<file path="src/rtl/mips_fetch_pkg.sv">
// Shared types and helpers for the MIPS instruction fetch unit.
package mips_fetch_pkg;

    // Fetch control state: RUN fetches, HALT and FAULT are absorbing.
    typedef enum logic [1:0] {
        ST_RUN   = 2'd0,
        ST_HALT  = 2'd1,
        ST_FAULT = 2'd2
    } fetch_state_e;

    // Reason reported when the unit stops in FAULT.
    typedef enum logic [1:0] {
        FAULT_NONE     = 2'd0,
        FAULT_JR_ALIGN = 2'd1,
        FAULT_RANGE    = 2'd2
    } fault_code_e;

    // Opcode 6'b111111 with all other fields zero stops fetch.
    localparam logic [5:0]  HALT_OPCODE        = 6'b111111;
    localparam logic [31:0] HALT_INSTR_DEFAULT = {HALT_OPCODE, 26'd0};

    // J/JAL target: keep the top nibble of PC+4, splice in the word index.
    function automatic logic [31:0] jump_addr(input logic [31:0] pc_plus4,
                                              input logic [25:0] target);
        return {pc_plus4[31:28], target, 2'b00};
    endfunction

    // Branch target: PC+4 plus a word offset, wrapping at 32 bits.
    function automatic logic [31:0] branch_addr(input logic [31:0] pc_plus4,
                                                input logic [31:0] offset_words);
        return pc_plus4 + {offset_words[29:0], 2'b00};
    endfunction

endpackage

</file>
<file path="src/rtl/instr_fetch_unit_if.sv">
// Instruction-memory read bus: byte address out, combinational word back.
interface instr_fetch_unit_if;
    logic [31:0] imem_addr;
    logic [31:0] imem_instr;

    // The fetch unit drives the address and consumes the returned word.
    modport master (
        output imem_addr,
        input  imem_instr
    );

    // The instruction memory answers the address with a word.
    modport slave (
        input  imem_addr,
        output imem_instr
    );
endinterface

</file>
<file path="src/rtl/instr_fetch_unit_next_pc_sel.sv">
// Next-PC priority mux: stall > jr > jump > branch > sequential.
// Purely combinational so it can be exercised on its own.
module next_pc_sel
    import mips_fetch_pkg::*;
(
    input  logic [31:0] pc_i,
    input  logic [31:0] pc_plus4_i,
    input  logic        stall_i,
    input  logic        jr_i,
    input  logic [31:0] jr_addr_i,
    input  logic        jump_i,
    input  logic [25:0] jump_target_i,
    input  logic        branch_taken_i,
    input  logic [31:0] branch_offset_i,
    output logic [31:0] next_pc_o,
    output logic        pc_update_o,
    output logic        jr_misalign_o
);

    // Pick the highest-priority source; a misaligned jr blocks the update.
    always_comb begin
        next_pc_o     = pc_i;
        pc_update_o   = 1'b0;
        jr_misalign_o = 1'b0;
        if (!stall_i) begin
            if (jr_i) begin
                if (jr_addr_i[1:0] != 2'b00) begin
                    jr_misalign_o = 1'b1;
                end else begin
                    next_pc_o   = jr_addr_i;
                    pc_update_o = 1'b1;
                end
            end else if (jump_i) begin
                next_pc_o   = jump_addr(pc_plus4_i, jump_target_i);
                pc_update_o = 1'b1;
            end else if (branch_taken_i) begin
                next_pc_o   = branch_addr(pc_plus4_i, branch_offset_i);
                pc_update_o = 1'b1;
            end else begin
                next_pc_o   = pc_plus4_i;
                pc_update_o = 1'b1;
            end
        end
    end

endmodule

</file>
<file path="src/rtl/instr_fetch_unit.sv">
// Instruction fetch unit: PC register, next-PC selection, RUN/HALT/FAULT
// control and a saturating retired-instruction counter.
module instr_fetch_unit
    import mips_fetch_pkg::*;
#(
    parameter logic [31:0] RESET_PC   = 32'h0000_0000,
    parameter int unsigned MEM_WORDS  = 256,
    parameter logic [31:0] HALT_INSTR = HALT_INSTR_DEFAULT
) (
    input  logic                clk,
    input  logic                rst_n,
    input  logic                stall,
    input  logic                branch_taken,
    input  logic [31:0]         branch_offset,
    input  logic                jump,
    input  logic [25:0]         jump_target,
    input  logic                jr,
    input  logic [31:0]         jr_addr,
    instr_fetch_unit_if.master  imem,
    output logic [31:0]         instr,
    output logic [31:0]         pc_out,
    output logic [31:0]         pc_plus4,
    output logic                halted,
    output logic                fault,
    output logic [1:0]          fault_code,
    output logic [31:0]         fetch_count
);

    localparam logic [31:0] MEM_LIMIT = 32'(MEM_WORDS);

    fetch_state_e state_q, state_d;
    fault_code_e  fault_code_q, fault_code_d;
    logic [31:0]  pc_q, pc_d;
    logic [31:0]  fetch_count_q, fetch_count_d;

    logic [31:0]  sel_next_pc;
    logic         sel_pc_update;
    logic         sel_jr_misalign;
    logic         pc_out_of_range;
    logic         is_halt_instr;

    assign pc_plus4        = pc_q + 32'd4;
    assign pc_out          = pc_q;
    assign imem.imem_addr  = pc_q;
    assign halted          = (state_q == ST_HALT);
    assign fault           = (state_q == ST_FAULT);
    assign fault_code      = fault_code_q;
    assign fetch_count     = fetch_count_q;
    assign pc_out_of_range = ({2'b00, pc_q[31:2]} >= MEM_LIMIT);
    assign is_halt_instr   = (imem.imem_instr == HALT_INSTR);

    // Decode only sees real instructions while running; otherwise a nop.
    always_comb begin
        instr = 32'h0000_0000;
        if (state_q == ST_RUN) begin
            instr = imem.imem_instr;
        end
    end

    next_pc_sel u_next_pc_sel (
        .pc_i            (pc_q),
        .pc_plus4_i      (pc_plus4),
        .stall_i         (stall),
        .jr_i            (jr),
        .jr_addr_i       (jr_addr),
        .jump_i          (jump),
        .jump_target_i   (jump_target),
        .branch_taken_i  (branch_taken),
        .branch_offset_i (branch_offset),
        .next_pc_o       (sel_next_pc),
        .pc_update_o     (sel_pc_update),
        .jr_misalign_o   (sel_jr_misalign)
    );

    // Next state: halt beats range fault beats jr fault beats PC update.
    // The range check ignores stall so a stalled bad PC still faults.
    always_comb begin
        state_d       = state_q;
        fault_code_d  = fault_code_q;
        pc_d          = pc_q;
        fetch_count_d = fetch_count_q;
        case (state_q)
            ST_RUN: begin
                if (!stall && is_halt_instr) begin
                    state_d = ST_HALT;
                end else if (pc_out_of_range) begin
                    state_d      = ST_FAULT;
                    fault_code_d = FAULT_RANGE;
                end else if (sel_jr_misalign) begin
                    state_d      = ST_FAULT;
                    fault_code_d = FAULT_JR_ALIGN;
                end else if (sel_pc_update) begin
                    pc_d = sel_next_pc;
                    if (fetch_count_q != 32'hFFFF_FFFF) begin
                        fetch_count_d = fetch_count_q + 32'd1;
                    end
                end
            end
            ST_HALT:  state_d = ST_HALT;
            ST_FAULT: state_d = ST_FAULT;
            default: begin
                state_d = ST_FAULT;
            end
        endcase
    end

    // State, PC, fault reason and counter registers.
    always_ff @(posedge clk or negedge rst_n) begin
        if (!rst_n) begin
            state_q       <= ST_RUN;
            fault_code_q  <= FAULT_NONE;
            pc_q          <= RESET_PC;
            fetch_count_q <= 32'd0;
        end else begin
            state_q       <= state_d;
            fault_code_q  <= fault_code_d;
            pc_q          <= pc_d;
            fetch_count_q <= fetch_count_d;
        end
    end

endmodule
</file>
<file path="src/flat_wrapper.sv">
// flat-port wrapper written by rule: the top's interface ports become plain ports
module instr_fetch_unit_flat import mips_fetch_pkg::*;
#(
    parameter logic [31:0] RESET_PC   = 32'h0000_0000,
    parameter int unsigned MEM_WORDS  = 256,
    parameter logic [31:0] HALT_INSTR = HALT_INSTR_DEFAULT
)
  (clk, rst_n, stall, branch_taken, branch_offset, jump, jump_target, jr, jr_addr, instr, pc_out, pc_plus4, halted, fault, fault_code, fetch_count, imem_imem_addr, imem_imem_instr);
  instr_fetch_unit_if imem_i ();
  input  logic clk;
  input  logic rst_n;
  input  logic stall;
  input  logic branch_taken;
  input  logic [31:0] branch_offset;
  input  logic jump;
  input  logic [25:0] jump_target;
  input  logic jr;
  input  logic [31:0] jr_addr;
  output logic [31:0] instr;
  output logic [31:0] pc_out;
  output logic [31:0] pc_plus4;
  output logic halted;
  output logic fault;
  output logic [1:0] fault_code;
  output logic [31:0] fetch_count;
  output wire logic [$bits(imem_i.imem_addr)-1:0] imem_imem_addr;
  input wire logic [$bits(imem_i.imem_instr)-1:0] imem_imem_instr;
  assign imem_imem_addr = imem_i.imem_addr;
  assign imem_i.imem_instr = imem_imem_instr;
  instr_fetch_unit #(.RESET_PC(RESET_PC), .MEM_WORDS(MEM_WORDS), .HALT_INSTR(HALT_INSTR)) u_core (.clk(clk), .rst_n(rst_n), .stall(stall), .branch_taken(branch_taken), .branch_offset(branch_offset), .jump(jump), .jump_target(jump_target), .jr(jr), .jr_addr(jr_addr), .imem(imem_i), .instr(instr), .pc_out(pc_out), .pc_plus4(pc_plus4), .halted(halted), .fault(fault), .fault_code(fault_code), .fetch_count(fetch_count));
endmodule
</file>
<file path="config.mk">
export PLATFORM = sky130hd
export DESIGN_NAME = instr_fetch_unit_flat
export DESIGN_NICKNAME = d
export VERILOG_FILES = /design/src/rtl/mips_fetch_pkg.sv /design/src/rtl/instr_fetch_unit_if.sv /design/src/rtl/instr_fetch_unit_next_pc_sel.sv /design/src/rtl/instr_fetch_unit.sv /design/src/flat_wrapper.sv
export SDC_FILE = /design/constraint.sdc
export NUM_CORES = 1
export LEC_CHECK = 0
export ABC_AREA = 1
export BUFFER_PORTS_ARGS = -buffer_cell sky130_fd_sc_hd__buf_2
export CAP_MARGIN = 20
export CORE_MARGIN = 2
export CORE_UTILIZATION = 52
export CTS_CLUSTER_DIAMETER = 200
export DETAILED_ROUTE_END_ITERATION = 8
export PLACE_DENSITY = 0.83
export RECOVER_POWER = 50
export SLEW_MARGIN = 20
export SYNTH_ARGS = -nofsm -noshare
export SYNTH_HDL_FRONTEND = slang
export SYNTH_SLANG_ARGS = --single-unit
</file>
<file path="constraint.sdc">
create_clock -name clk -period 4.02 [get_ports clk]
set_clock_uncertainty 0.1 [all_clocks]
set_input_delay 0.201 -clock clk [delete_from_list [all_inputs] [get_ports clk]]
set_output_delay 0.201 -clock clk [all_outputs]
set_load 0.05 [all_outputs]
</file>
==> impl_metrics.yaml <==
run_status:
  status: "finished with violations"
  violations: "capacitance limit, slew limit"
yosys:
  avgSynthCellArea_um2: 5.75
  synth_flop_cell: "dfrtp_1"
  synth_seq_cells: 68
  syn-cell-area_um2: 8150
  ys_seq_area_share_pct: 20.9
  async_flop_share_pct: 100
  synth_edf_count: 0
  synth_cell_type_count: 38
  syn_inst: 1416
  yosys_warnings: 0
  synthesis.nets: 1583
finish:
  area_delta_synth_final_pct: 19.2
  num_antenna_cells: 0
  design_area_um2: 9710
  layout_common_cells: "nand2_1 (491), inv_1 (215), buf_2 (184)"
  layout_commonest_cell: "nand2_1"
  drive_gt1_share_pct: 15.2
  nNetsFinal: 1831
routing:
  drt_wl_total_mm: 31.6
  viasPerCell: 5.33
  vias: 10000
  dr.pass1.iters: 5
  final_antenna_net_count: 0
  wl_met2_mm: 14.5
  drc_errors: 0
  routedLengthMet1_mm: 12.8
  routedWlPerCell_um: 16.8
  drtIter0Drc: 790
  routed.top_layer: "met4"
  route.met3.wl_mm: 2.51
timing:
  finalHoldViolations: 0
  setup_violations: 0
  fin_crit_sh_pct: 88.3
  slew_headroom_pct: -20.6
  drv_slew: 35
  post-route-min-period_ns: 3.55
  tightest_slew_ns: 1.81
  hold-worst-slack_ns: 0.0309
  rsz0062_at_grt: "no"
  setup_tns_ns: 0
  max_freq_ghz: 0.282
worst_setup_path:
  critPathMaxFanout: 5
  path_class: "flip-flop to flip-flop"
  crit_chain: "ha_1, nand2_2, inv_1, nand3_1, nor2_1, xor2_1, inv_1, ha_1, nand2_1, nor2_1, inv_1, nor2_1, nand4_1, nand4_1, nand3_1, nand2_1, nand2_1, nand2_1, nand2_1"
  cpPeakStageDelay_ns: 0.39
  critPathArrivalTime_ns: 3.67
  cp-start-kind: "flip-flop"
  cp_common_cell: "nand2_1"
  crit_slowest_cell: "ha_1"
  cp.required_ns: 4.14
  cp-end-kind: "flip-flop"
hold_path:
  holdCritPathClass: "input port to flip-flop"
cts:
  htree_levels: 3
  cts_buffer_depth: 2
  clk_latency_ns: 0.34
  cts_buffers: 9
  path_clk_slew_ns: 0.06
  cts_root_buf: "clkbuf_16"
  tritoncts: "built"
  clock-sinks: 68
  postCtsResizedCells: 0
  cts_setup_buffers: 0
global_route:
  antenna_found_initial: 0
  grt_pass1_wl_mm: 48.7
  overflow: 0
  track_usage_pct: 37.8
  grt_pass1_vias: 9263
  grt_max_degree: 39
floorplan:
  io-pin-count: 292
  coreArea_um2: 15300
  start_util_pct: 53.4
  dieHeight_um: 129
  fp.dieW_um: 129
  die_area_um2: 16700
  rows: 45
place:
  routabilityCongestion: 0.998
  placed_cell_area_um2: 9520
  post-dp-hpwl_mm: 25.8
  port-buffer-count: 289
power_and_ir_drop:
  power_density_nw_per_um2: 194
  p_total_mw: 1.88
  power_leakage_nw: 5.50
  peakVddDrop_mv: 0.184
job:
  max-cap-violations: 1
cell type report:
type / instances / area, µm²
Timing Repair Buffer: 303 / 1420
Clock buffer: 10 / 239
Clock inverter: 6 / 71.3
Multi-Input combinational cell: 1060 / 5180
Tap cell: 211 / 264
Fill cell: 1586 / 5550
Sequential cell: 68 / 1700
Inverter: 222 / 833
critical path, delay by kind of cell, from the launching register on:
family	cells	cell delay, ns
DFF	1	0.35
adders and majority gates	2	0.67
and+or+nand+nor	13	1.65
xor gates and xnor gates	1	0.35
buffers and inverters	3	0.32
kinds of logic (layout without fill, tap and decap cells):
logic type	Yosys count	after routing	synth area share, %
adders and majority gates	39	39	6.08
AOI/OAI and AO/OA	98	98	6.46
DFF	68	68	20.9
and+or+nand+nor	873	873	45.7
xor gates and xnor gates	50	50	5.37
buffers and inverters	288	541	15.5
routing by layer:
metal / up-vias / GRT usage (%)
met3: 100 / 5.82
met5: - / 0
li1: 4879 / -
met4: 0 / 19.0
met1: 4528 / 47.4
met2: 518 / 63.3
timing repair:
action | in CTS | in global routing
hold endpoints to repair | 33 | 0
endpoints found under the setup margin | 0 | 0
hold buffers | 1 | 0
registers in the layout, summed over array words and instances, names as in the netlist:
register / cells
u_core.fault_code: 2
u_core.imem.imem_addr: 32
u_core.fetch_count: 32
u_core.state_q: 2
synthesized netlist by cell type (4+ instances only):
master,instances,area share [%]
o211ai_1,9,0.83
nor3_1,20,1.2
nand3_2,5,0.61
and2_1,4,0.31
clkbuf_1,17,0.78
xor2_1,33,3.5
nor2_1,164,7.6
or2_2,10,0.77
inv_1,215,9.9
nand2_1,491,23
ha_1,38,5.8
nor4_1,11,0.84
buf_6,6,0.83
nor2_2,8,0.61
dfrtp_1,68,21
xnor2_1,17,1.8
o21ai_1,7,0.43
nand4_1,32,2.5
a21oi_1,50,3.1
inv_2,6,0.28
nand2_2,4,0.31
o21ai_0,25,1.5
buf_4,35,3.2
nand3_1,113,6.9
buf_2,7,0.43
report_power, final:
| group | switching (mW) | internal, mW |
|---|---|---|
| Combinational | 0.232 | 0.137 |
| Clock | 0.325 | 0.501 |
| Sequential | 0 | 0.684 |
| Total | 0.557 | 1.32 |
final timing paths:
path	to	depth (start not counted)	start	slack, ns
max	u_core.imem.imem_addr[21]$_DFFE_PN0P_	19	u_core.imem.imem_addr[2]$_DFFE_PN0P_	0.47
min	u_core.imem.imem_addr[9]$_DFFE_PN0P_	3	jr_addr[9]	0.03
max reg2reg	u_core.imem.imem_addr[21]$_DFFE_PN0P_	19	u_core.imem.imem_addr[2]$_DFFE_PN0P_	0.47
min reg2reg	u_core.fault_code[1]$_DFFE_PN0P_	2	u_core.fault_code[1]$_DFFE_PN0P_	0.39
max in group asynchronous	u_core.imem.imem_addr[6]$_DFFE_PN0P_	3	rst_n	1.30
min in group asynchronous	u_core.imem.imem_addr[25]$_DFFE_PN0P_	2	rst_n	0.80
per-stage QoR:
step | cells | worst slack, ns | util (%)
after CTS | 1880 | 0.473 | 64.5
after floorplan | 1416 | 0.150 | -
final | 1880 | 0.471 | 63.6
after global routing | 1880 | 0.0935 | 63.6
after global placement | 1863 | 0.575 | 62.4
after detailed placement | 1863 | 0.502 | 62.4
No activity file was read; power rests on OpenSTA's default activity.
